**src/rtl/bram_port_arbiter_pkg.sv**
```systemverilog
// Shared constants for the BRAM port arbiter and its round-robin grant block.
package bram_port_arbiter_pkg;

  // Client indices, sized to index a 2-bit request/grant vector directly.
  localparam logic CLIENT_0 = 1'b0;
  localparam logic CLIENT_1 = 1'b1;

  // Arbitration modes.
  localparam int unsigned ARB_RR    = 0;
  localparam int unsigned ARB_FIXED = 1;

  // Default request field widths.
  localparam int unsigned DEF_DATA_WIDTH = 32;
  localparam int unsigned DEF_ADDR_WIDTH = 8;

  // Byte-enable width for a given data width.
  function automatic int unsigned num_bytes(input int unsigned data_width);
    return data_width / 8;
  endfunction

  // Packed width of one request: read, write, byte enables, address and data.
  function automatic int unsigned req_width(input int unsigned data_width,
                                            input int unsigned addr_width);
    return 2 + num_bytes(data_width) + addr_width + data_width;
  endfunction

endpackage

```
**src/rtl/rr_arbiter_2.sv**
```systemverilog
// Two-input arbiter: round-robin on ties, or fixed priority to client 0.
module rr_arbiter_2
  import bram_port_arbiter_pkg::*;
#(
  parameter int unsigned FIXED_PRIORITY = ARB_RR
) (
  input  logic       clock,
  input  logic       reset,
  input  logic [1:0] req,
  output logic [1:0] grant
);

  logic last_grant_q, last_grant_d;

  // Pick at most one winner; nothing is granted while reset is held low.
  always_comb begin
    grant = 2'b00;
    if (reset) begin
      if (req[CLIENT_0] && req[CLIENT_1]) begin
        // On a tie, the client that was not granted last wins.
        if ((FIXED_PRIORITY == ARB_FIXED) || (last_grant_q == CLIENT_1)) begin
          grant[CLIENT_0] = 1'b1;
        end else begin
          grant[CLIENT_1] = 1'b1;
        end
      end else begin
        grant = req;
      end
    end
  end

  // Remember the last winner only on cycles that actually grant.
  always_comb begin
    last_grant_d = last_grant_q;
    if (grant[CLIENT_1]) begin
      last_grant_d = CLIENT_1;
    end else if (grant[CLIENT_0]) begin
      last_grant_d = CLIENT_0;
    end
  end

  // last_grant register; reset value makes client 0 win the first tie.
  always_ff @(posedge clock) begin
    if (!reset) begin
      last_grant_q <= CLIENT_1;
    end else begin
      last_grant_q <= last_grant_d;
    end
  end

endmodule

```
**src/rtl/bram_port_arbiter.sv**
```systemverilog
// Arbitrates two byte-enabled clients onto one BRAM port and steers read data back.
module bram_port_arbiter
  import bram_port_arbiter_pkg::*;
#(
  parameter int unsigned DATA_WIDTH     = DEF_DATA_WIDTH,
  parameter int unsigned ADDR_WIDTH     = DEF_ADDR_WIDTH,
  parameter int unsigned NUM_BYTES      = num_bytes(DATA_WIDTH),
  parameter int unsigned FIXED_PRIORITY = ARB_RR
) (
  input  logic                  clock,
  input  logic                  reset,
  input  logic                  req_valid_0,
  input  logic                  req_valid_1,
  output logic                  req_ready_0,
  output logic                  req_ready_1,
  input  logic                  req_read_0,
  input  logic                  req_read_1,
  input  logic                  req_write_0,
  input  logic                  req_write_1,
  input  logic [NUM_BYTES-1:0]  req_byte_en_0,
  input  logic [NUM_BYTES-1:0]  req_byte_en_1,
  input  logic [ADDR_WIDTH-1:0] req_addr_0,
  input  logic [ADDR_WIDTH-1:0] req_addr_1,
  input  logic [DATA_WIDTH-1:0] req_wdata_0,
  input  logic [DATA_WIDTH-1:0] req_wdata_1,
  output logic                  resp_valid_0,
  output logic                  resp_valid_1,
  output logic [DATA_WIDTH-1:0] resp_data_0,
  output logic [DATA_WIDTH-1:0] resp_data_1,
  output logic                  bram_readEnable,
  output logic                  bram_writeEnable,
  output logic [NUM_BYTES-1:0]  bram_writeByteEnable,
  output logic [ADDR_WIDTH-1:0] bram_address,
  output logic [DATA_WIDTH-1:0] bram_writeData,
  input  logic [DATA_WIDTH-1:0] bram_readData
);

  logic [1:0] eligible;
  logic [1:0] grant;
  logic       null_acc_0, null_acc_1;
  logic       rsp_pend_0_q, rsp_pend_1_q;

  assign eligible[CLIENT_0] = req_valid_0 && (req_read_0 || req_write_0);
  assign eligible[CLIENT_1] = req_valid_1 && (req_read_1 || req_write_1);

  rr_arbiter_2 #(
    .FIXED_PRIORITY(FIXED_PRIORITY)
  ) u_arb (
    .clock(clock),
    .reset(reset),
    .req  (eligible),
    .grant(grant)
  );

  // Requests with neither read nor write are accepted without touching the BRAM.
  assign null_acc_0 = reset && req_valid_0 && !req_read_0 && !req_write_0;
  assign null_acc_1 = reset && req_valid_1 && !req_read_1 && !req_write_1;

  assign req_ready_0 = grant[CLIENT_0] || null_acc_0;
  assign req_ready_1 = grant[CLIENT_1] || null_acc_1;

  // Drive the BRAM port from the granted client; all zero when idle.
  always_comb begin
    bram_readEnable      = 1'b0;
    bram_writeEnable     = 1'b0;
    bram_writeByteEnable = '0;
    bram_address         = '0;
    bram_writeData       = '0;
    unique case (grant)
      2'b01: begin
        bram_readEnable      = req_read_0;
        bram_writeEnable     = req_write_0;
        bram_writeByteEnable = req_byte_en_0;
        bram_address         = req_addr_0;
        bram_writeData       = req_wdata_0;
      end
      2'b10: begin
        bram_readEnable      = req_read_1;
        bram_writeEnable     = req_write_1;
        bram_writeByteEnable = req_byte_en_1;
        bram_address         = req_addr_1;
        bram_writeData       = req_wdata_1;
      end
      default: ;
    endcase
  end

  // Track which client owns the read data returning next cycle.
  always_ff @(posedge clock) begin
    if (!reset) begin
      rsp_pend_0_q <= 1'b0;
      rsp_pend_1_q <= 1'b0;
    end else begin
      rsp_pend_0_q <= grant[CLIENT_0] && req_read_0;
      rsp_pend_1_q <= grant[CLIENT_1] && req_read_1;
    end
  end

  assign resp_valid_0 = rsp_pend_0_q;
  assign resp_valid_1 = rsp_pend_1_q;
  assign resp_data_0  = rsp_pend_0_q ? bram_readData : '0;
  assign resp_data_1  = rsp_pend_1_q ? bram_readData : '0;

endmodule

```
**config.mk**
```make
export PLATFORM = sky130hd
export DESIGN_NAME = bram_port_arbiter
export DESIGN_NICKNAME = d
export VERILOG_FILES = /design/src/rtl/bram_port_arbiter_pkg.sv /design/src/rtl/rr_arbiter_2.sv /design/src/rtl/bram_port_arbiter.sv
export SDC_FILE = /design/constraint.sdc
export NUM_CORES = 1
export LEC_CHECK = 0
export BUFFER_PORTS_ARGS = -buffer_cell sky130_fd_sc_hd__buf_2
export CORE_AREA = 2 2 93 95
export CTS_CLUSTER_SIZE = 40
export DETAILED_ROUTE_END_ITERATION = 10
export DIE_AREA = 0 0 95 97
export PLACE_DENSITY = 0.63
export REMOVE_ABC_BUFFERS = 1
export SLEW_MARGIN = 20
export SYNTH_ARGS = -nofsm -noshare
export SYNTH_HDL_FRONTEND = slang
export SYNTH_SLANG_ARGS = --single-unit
```
**constraint.sdc**
```tcl
create_clock -name clock -period 3.3 [get_ports clock]
set_input_delay 0.33 -clock clock [delete_from_list [all_inputs] [get_ports clock]]
set_output_delay 0.33 -clock clock [all_outputs]
set_load 0.02 [all_outputs]
```
==> results of run 1 <==
## worst paths after layout
check	cells after the start	to	start
max reg2reg	2	resp_valid_0	u_arb.last_grant_q
min reg2reg	1	resp_valid_1	u_arb.last_grant_q
min	2	u_arb.last_grant_q	reset
max	8	bram_writeData[2]	req_read_0
## worst max-delay path: stages
cell                       delay, ps
sky130_fd_sc_hd__buf_2           140
sky130_fd_sc_hd__o21a_4          240
sky130_fd_sc_hd__a211oi_1        250
sky130_fd_sc_hd__ha_1            180
sky130_fd_sc_hd__buf_4           380
sky130_fd_sc_hd__a22oi_1         210
sky130_fd_sc_hd__nor2_1          130
sky130_fd_sc_hd__buf_2           190
## cells by family after synthesis
kind of cell | after synthesis | synth area share [%]
fa+ha+maj | 2 | 2.024
compound gates | 57 | 35.73
flops | 3 | 4.858
buf+inv | 22 | 8.401
simple gates | 115 | 48.99
## power groups by stage
stage	Sequential, mW	Clock, mW	Combinational, mW
detailed placement	0.0467	0	0.273
finish	0.0462	0.104	0.271
global placement	0.0463	0	0.270
global route	0.0477	0.110	0.299
floorplan	0.0453	0	0.132
CTS	0.0464	0.106	0.274
## sequential cells by signal, summed over array words and instances, names as in the netlist
signal,flops
resp_valid_0,1
resp_valid_1,1
u_arb.last_grant_q,1
## area by class of cell
class | count | area [µm²]
tap | 105 | 131.4
inverter | 1 | 3.754
timing repair buffer | 244 | 1229
multi-input combinational | 174 | 1072
fill | 933 | 5593
clock buffer | 4 | 45.04
sequential | 3 | 60.06
## per-layer routing
| layer | vias up | GRT usage, % | share of wire, % |
|---|---|---|---|
| met1 | 1040 | 15.40 | 38 |
| met3 | 2 | 1.324 | 9.2 |
| met5 | - | 0 | 0 |
| li1 | 1149 | - | - |
| met4 | 0 | 1.003 | 0.19 |
| met2 | 152 | 26.79 | 53 |
## cells in the final DEF (no fill, tap or decap), types with 2 or more instances in the layout
cell and count:
sky130_fd_sc_hd__ha_1 2, sky130_fd_sc_hd__and2_1 64, sky130_fd_sc_hd__buf_2 241, sky130_fd_sc_hd__a21oi_1 2, sky130_fd_sc_hd__a22oi_1 46, sky130_fd_sc_hd__clkbuf_8 3, sky130_fd_sc_hd__dfxtp_1 3, sky130_fd_sc_hd__buf_4 3
sky130_fd_sc_hd__nor2_1 47
==> run_summary.xml, run 1 <==
<?xml version="1.0" encoding="UTF-8"?>
<metrics>
  <group name="run_status">
    <metric name="outcome" unit="">finished, final reports clean</metric>
  </group>
  <group name="placement">
    <metric name="rd_place_congestion" unit="">0.8435</metric>
    <metric name="place_area" unit="mm²">0.002496</metric>
    <metric name="dp_worst_setup_slack" unit="ps">860.1</metric>
    <metric name="dp.final_hpwl" unit="mm">5.898</metric>
    <metric name="port_buffers" unit="">241</metric>
    <metric name="post-place-cells" unit="">527</metric>
  </group>
  <group name="finish">
    <metric name="postLayoutCellArea" unit="mm²">0.002541</metric>
    <metric name="instances_no_fill" unit="">531</metric>
    <metric name="post-route-util" unit="%">31.24</metric>
    <metric name="finish.net_count" unit="">557</metric>
    <metric name="fraction_of_final_layout_cells_sized_beyond_drive_strength_1" unit="%">58.69</metric>
    <metric name="antenna_cells_inserted" unit="">0</metric>
    <metric name="area.growth.synth_to_final" unit="%">105.6</metric>
  </group>
  <group name="yosys">
    <metric name="synth.largest_area_cell" unit="">sky130_fd_sc_hd__and2_1</metric>
    <metric name="ys_ff_latch" unit="">3</metric>
    <metric name="synth_top_flop_cell" unit="">sky130_fd_sc_hd__dfxtp_1</metric>
    <metric name="synthesis.area" unit="mm²">0.001236</metric>
    <metric name="syn_avg_cell_area" unit="µm²">6.212</metric>
    <metric name="synth_cells" unit="">199</metric>
    <metric name="post_synth_num_cell_types" unit="">24</metric>
    <metric name="synth_warnings" unit="">0</metric>
    <metric name="most_common_library_cells_after_synthesis" unit="">sky130_fd_sc_hd__and2_1 (64), sky130_fd_sc_hd__nor2_1 (47), sky130_fd_sc_hd__a22oi_1 (46)</metric>
    <metric name="ys_async_sr_fraction" unit="%">0</metric>
    <metric name="yosys-top-cells-area" unit="">sky130_fd_sc_hd__and2_1 (32%), sky130_fd_sc_hd__a22oi_1 (28%), sky130_fd_sc_hd__nor2_1 (14%)</metric>
    <metric name="synth_enable_flop_cells" unit="">0</metric>
    <metric name="sequential_element_share_of_the_synthesized_area" unit="%">4.858</metric>
    <metric name="synthDominantCellAreaShare" unit="%">32.39</metric>
    <metric name="synth.most_common_cell" unit="">sky130_fd_sc_hd__and2_1</metric>
  </group>
  <group name="sta">
    <metric name="whs" unit="ps">380.6</metric>
    <metric name="fmaxAchievable" unit="MHz">414.0</metric>
    <metric name="max_slew_margin" unit="%">48.68</metric>
    <metric name="setup_tns" unit="ps">0</metric>
    <metric name="max_slew.worst_pin.slew" unit="ps">768.8</metric>
    <metric name="report.final.slew_viol_count" unit="">0</metric>
    <metric name="portion_of_the_clock_cycle_consumed_by_the_worst_path_in_the_final_layout" unit="%">73.20</metric>
    <metric name="setup-violations-final" unit="">0</metric>
    <metric name="finalWorstPathRequiredPeriod" unit="ps">2416</metric>
    <metric name="fin_ws" unit="ps">884.4</metric>
    <metric name="unrepaired_setup_endpoints_after_global_routing" unit="">no</metric>
    <metric name="fin_worst_skew" unit="ps">1.426</metric>
    <metric name="hold_viol" unit="">0</metric>
  </group>
  <group name="power_and_ir_drop">
    <metric name="totalPowerFinal" unit="mW">0.4212</metric>
    <metric name="fraction_of_power_consumed_by_combinational_cells" unit="%">64.3</metric>
    <metric name="ir_drop" unit="mV">0.1097</metric>
    <metric name="netSwitchingPower" unit="mW">0.1821</metric>
    <metric name="share_seq_of_total_power" unit="%">11.0</metric>
    <metric name="p_per_area" unit="mW/mm²">165.7</metric>
    <metric name="power.leakage" unit="nW">1.556</metric>
    <metric name="part_of_the_power_in_the_clock_network" unit="%">24.7</metric>
    <metric name="switching_share" unit="%">43.24</metric>
    <metric name="internal-power" unit="mW">0.2391</metric>
  </group>
  <group name="setup_path">
    <metric name="cp-start-kind" unit="">input pin</metric>
    <metric name="setup.worst_path.class" unit="">input pin to output port</metric>
    <metric name="worst-path-max-fanout" unit="">46</metric>
    <metric name="worstPathRequired" unit="ps">2970</metric>
    <metric name="r2r_slack" unit="ps">2410</metric>
    <metric name="endpoint_kind" unit="">output port</metric>
    <metric name="worstPathArrival" unit="ps">2090</metric>
  </group>
  <group name="min_path">
    <metric name="hold_class" unit="">input pin to register</metric>
  </group>
  <group name="route">
    <metric name="antenna_nets_post_route" unit="">0</metric>
    <metric name="detail_route.iter0.violations" unit="">59</metric>
    <metric name="route.detailed.wl_per_inst" unit="µm">12.92</metric>
    <metric name="avgViaCountPerCell" unit="">4.412</metric>
    <metric name="drc" unit="">0</metric>
    <metric name="vias" unit="">2343</metric>
    <metric name="dr.pass1.iters" unit="">4</metric>
    <metric name="totalWireLength" unit="mm">6.858</metric>
  </group>
  <group name="cts">
    <metric name="cts_buffer_count" unit="">3</metric>
    <metric name="post_cts.repair.setup_buffers" unit="">0</metric>
    <metric name="post_cts_hold_buffer_count" unit="">0</metric>
    <metric name="tritoncts_num_sinks" unit="">3</metric>
    <metric name="clock_path_buffers" unit="">2</metric>
    <metric name="clk_latency" unit="ps">210</metric>
    <metric name="cts_resized" unit="">0</metric>
    <metric name="clock_slew_at_reported_path_ffs" unit="ps">30</metric>
    <metric name="clockRootBuffer" unit="">sky130_fd_sc_hd__clkbuf_8</metric>
    <metric name="cts_max_level" unit="">1</metric>
    <metric name="tritoncts" unit="">built</metric>
  </group>
  <group name="floorplanning">
    <metric name="die_w" unit="µm">95</metric>
    <metric name="io_pins" unit="">242</metric>
    <metric name="dieHeight" unit="µm">97</metric>
    <metric name="start_util" unit="%">15.20</metric>
    <metric name="die-area" unit="mm²">0.009215</metric>
    <metric name="fp.coreArea" unit="mm²">0.008134</metric>
    <metric name="row_count" unit="">33</metric>
  </group>
  <group name="grt">
    <metric name="grt_start_max_net_pins" unit="">47</metric>
    <metric name="gr-usage-all-layers" unit="%">13.39</metric>
    <metric name="grt_first_pass_wirelength" unit="mm">10.12</metric>
    <metric name="grt_pass1_vias" unit="">2114</metric>
    <metric name="grt_antenna_before_repair" unit="">0</metric>
    <metric name="gr-total-overflow" unit="">0</metric>
  </group>
  <group name="job">
    <metric name="max-cap-violations" unit="">0</metric>
  </group>
</metrics>
Note: power is estimated with default switching activity, not from simulation.
==> run 2: changes to the inputs <==
==> constraint.sdc (replaced) <==
create_clock -name clock -period 2.5 [get_ports clock]
set_input_delay 0.25 -clock clock [delete_from_list [all_inputs] [get_ports clock]]
set_output_delay 0.25 -clock clock [all_outputs]
set_load 0.02 [all_outputs]
==> run 2 against run 1 <==
Utilization grew 0.15 points; critical path type is now register to output port; combinational power grew 33%; setup slack lost 680 ps; design area grew 0.49%.
==> run_summary.xml, run 2 (synthesis gave the netlist of run 1 again) <==
<?xml version="1.0" encoding="UTF-8"?>
<metrics>
  <group name="route">
    <metric name="dr.pass1.iters" unit="">4</metric>
    <metric name="detail_route.iter0.violations" unit="">86</metric>
    <metric name="totalWireLength" unit="mm">6.995</metric>
    <metric name="route.detailed.wl_per_inst" unit="µm">13.17</metric>
    <metric name="vias" unit="">2345</metric>
    <metric name="antenna_nets_post_route" unit="">0</metric>
    <metric name="drc" unit="">0</metric>
    <metric name="avgViaCountPerCell" unit="">4.416</metric>
  </group>
  <group name="floorplanning">
    <metric name="dieHeight" unit="µm">97</metric>
    <metric name="fp.coreArea" unit="mm²">0.008134</metric>
    <metric name="io_pins" unit="">242</metric>
    <metric name="start_util" unit="%">15.20</metric>
    <metric name="die_w" unit="µm">95</metric>
    <metric name="row_count" unit="">33</metric>
    <metric name="die-area" unit="mm²">0.009215</metric>
  </group>
  <group name="sta">
    <metric name="unrepaired_setup_endpoints_after_global_routing" unit="">no</metric>
    <metric name="setup_tns" unit="ps">0</metric>
    <metric name="finalWorstPathRequiredPeriod" unit="ps">2296</metric>
    <metric name="whs" unit="ps">288.2</metric>
    <metric name="hold_viol" unit="">0</metric>
    <metric name="fmaxAchievable" unit="MHz">435.6</metric>
    <metric name="fin_ws" unit="ps">204.2</metric>
    <metric name="portion_of_the_clock_cycle_consumed_by_the_worst_path_in_the_final_layout" unit="%">91.83</metric>
    <metric name="fin_worst_skew" unit="ps">1.269</metric>
    <metric name="max_slew_margin" unit="%">49.00</metric>
    <metric name="setup-violations-final" unit="">0</metric>
    <metric name="max_slew.worst_pin.slew" unit="ps">763.9</metric>
    <metric name="report.final.slew_viol_count" unit="">0</metric>
  </group>
  <group name="cts">
    <metric name="tritoncts_num_sinks" unit="">3</metric>
    <metric name="clockRootBuffer" unit="">sky130_fd_sc_hd__clkbuf_8</metric>
    <metric name="post_cts.repair.setup_buffers" unit="">0</metric>
    <metric name="clock_slew_at_reported_path_ffs" unit="ps">30</metric>
    <metric name="post_cts_hold_buffer_count" unit="">0</metric>
    <metric name="tritoncts" unit="">built</metric>
    <metric name="cts_resized" unit="">0</metric>
    <metric name="cts_buffer_count" unit="">3</metric>
    <metric name="clk_latency" unit="ps">210</metric>
    <metric name="clock_path_buffers" unit="">2</metric>
    <metric name="cts_max_level" unit="">1</metric>
  </group>
  <group name="power_and_ir_drop">
    <metric name="switching_share" unit="%">43.33</metric>
    <metric name="internal-power" unit="mW">0.3182</metric>
    <metric name="power.leakage" unit="nW">1.559</metric>
    <metric name="fraction_of_power_consumed_by_combinational_cells" unit="%">64.3</metric>
    <metric name="ir_drop" unit="mV">0.1085</metric>
    <metric name="totalPowerFinal" unit="mW">0.5615</metric>
    <metric name="netSwitchingPower" unit="mW">0.2433</metric>
    <metric name="p_per_area" unit="mW/mm²">219.9</metric>
    <metric name="share_seq_of_total_power" unit="%">10.8</metric>
    <metric name="part_of_the_power_in_the_clock_network" unit="%">24.8</metric>
  </group>
  <group name="grt">
    <metric name="grt_pass1_vias" unit="">2147</metric>
    <metric name="gr-total-overflow" unit="">0</metric>
    <metric name="grt_start_max_net_pins" unit="">47</metric>
    <metric name="grt_antenna_before_repair" unit="">0</metric>
    <metric name="gr-usage-all-layers" unit="%">13.66</metric>
    <metric name="grt_first_pass_wirelength" unit="mm">10.35</metric>
  </group>
  <group name="finish">
    <metric name="postLayoutCellArea" unit="mm²">0.002554</metric>
    <metric name="antenna_cells_inserted" unit="">0</metric>
    <metric name="regArea" unit="µm²">60.06</metric>
    <metric name="multi_input_comb_area" unit="mm²">0.001072</metric>
    <metric name="finish.net_count" unit="">557</metric>
    <metric name="leading_cell_type_in_the_layout_fill_and_taps_excluded" unit="">sky130_fd_sc_hd__buf_2</metric>
    <metric name="fraction_of_final_layout_cells_sized_beyond_drive_strength_1" unit="%">58.69</metric>
    <metric name="n_fill_cell" unit="">911</metric>
    <metric name="layout.cells.most_common_list" unit="">sky130_fd_sc_hd__buf_2 (241), sky130_fd_sc_hd__and2_1 (64), sky130_fd_sc_hd__nor2_1 (47)</metric>
    <metric name="area.growth.synth_to_final" unit="%">106.6</metric>
  </group>
  <group name="placement">
    <metric name="rd_place_congestion" unit="">0.8207</metric>
    <metric name="dp_worst_setup_slack" unit="ps">234.2</metric>
    <metric name="dp.final_hpwl" unit="mm">5.953</metric>
    <metric name="place_area" unit="mm²">0.002509</metric>
    <metric name="port_buffers" unit="">241</metric>
  </group>
  <group name="setup_path">
    <metric name="slowest_delay" unit="ps">410</metric>
    <metric name="critical_path.top_delay_family" unit="">buffers and inverters</metric>
    <metric name="worst-path-max-fanout" unit="">46</metric>
    <metric name="setup.worst_path.class" unit="">register to output port</metric>
    <metric name="endpoint_kind" unit="">output port</metric>
    <metric name="worstPathArrival" unit="ps">2050</metric>
    <metric name="worst-path-buf-inv" unit="">2</metric>
    <metric name="worstPathCellList" unit="">nand2b_4, o211a_1, ha_1, buf_4, a22oi_1, nor2_1, buf_2</metric>
    <metric name="cp-start-kind" unit="">register</metric>
    <metric name="critical-path-slowest-cell" unit="">sky130_fd_sc_hd__dfxtp_1</metric>
    <metric name="worstPathRequired" unit="ps">2250</metric>
  </group>
  <group name="job">
    <metric name="max-cap-violations" unit="">0</metric>
  </group>
  <group name="run_status">
    <metric name="outcome" unit="">finished, final reports clean</metric>
  </group>
  <group name="min_path">
    <metric name="hold_class" unit="">input pin to register</metric>
  </group>
</metrics>
## run 2: path summary, 6_finish.rpt
check | startpoint | end | slack (ps) | depth (start not counted)
setup / recovery | u_arb.last_grant_q | bram_writeData[2] | 200 | 7
hold / removal | reset | u_arb.last_grant_q | 290 | 2
setup reg to reg | u_arb.last_grant_q | resp_valid_0 | 1600 | 2
hold reg to reg | u_arb.last_grant_q | resp_valid_1 | 560 | 1
## run 2: power groups by stage
stage	sequential, mW	clock (mW)	combinational, mW
2_1_floorplan	0.0598	0	0.175
3_3_place_gp	0.0612	0	0.359
3_5_place_dp	0.0617	0	0.363
4_1_cts	0.0612	0.144	0.364
5_1_grt	0.0627	0.151	0.396
6_report	0.0609	0.139	0.361
## run 2: routing by layer
metal | track usage, % | wire length [µm]
met4 | 0.6689 | 0
met5 | 0 | 0
met1 | 15.17 | 2719
met2 | 27.82 | 3599
met3 | 1.791 | 676
## run 2: cell type report
| class | count | share of cell area, % |
|---|---|---|
| multi-input cells | 174 | 41.99 |
| inverters | 1 | 0.1470 |
| repair buffers | 244 | 48.60 |
| well taps | 105 | 5.145 |
| flip-flops and latches | 3 | 2.352 |
| clock buffers | 4 | 1.764 |
## run 2: stage by stage
stage / instances / utilization [%]
2_1_floorplan: 178 / -
3_3_place_gp: 527 / 30.84
3_5_place_dp: 527 / 30.84
4_1_cts: 531 / 31.40
5_1_grt: 531 / 31.40
6_report: 531 / 31.40
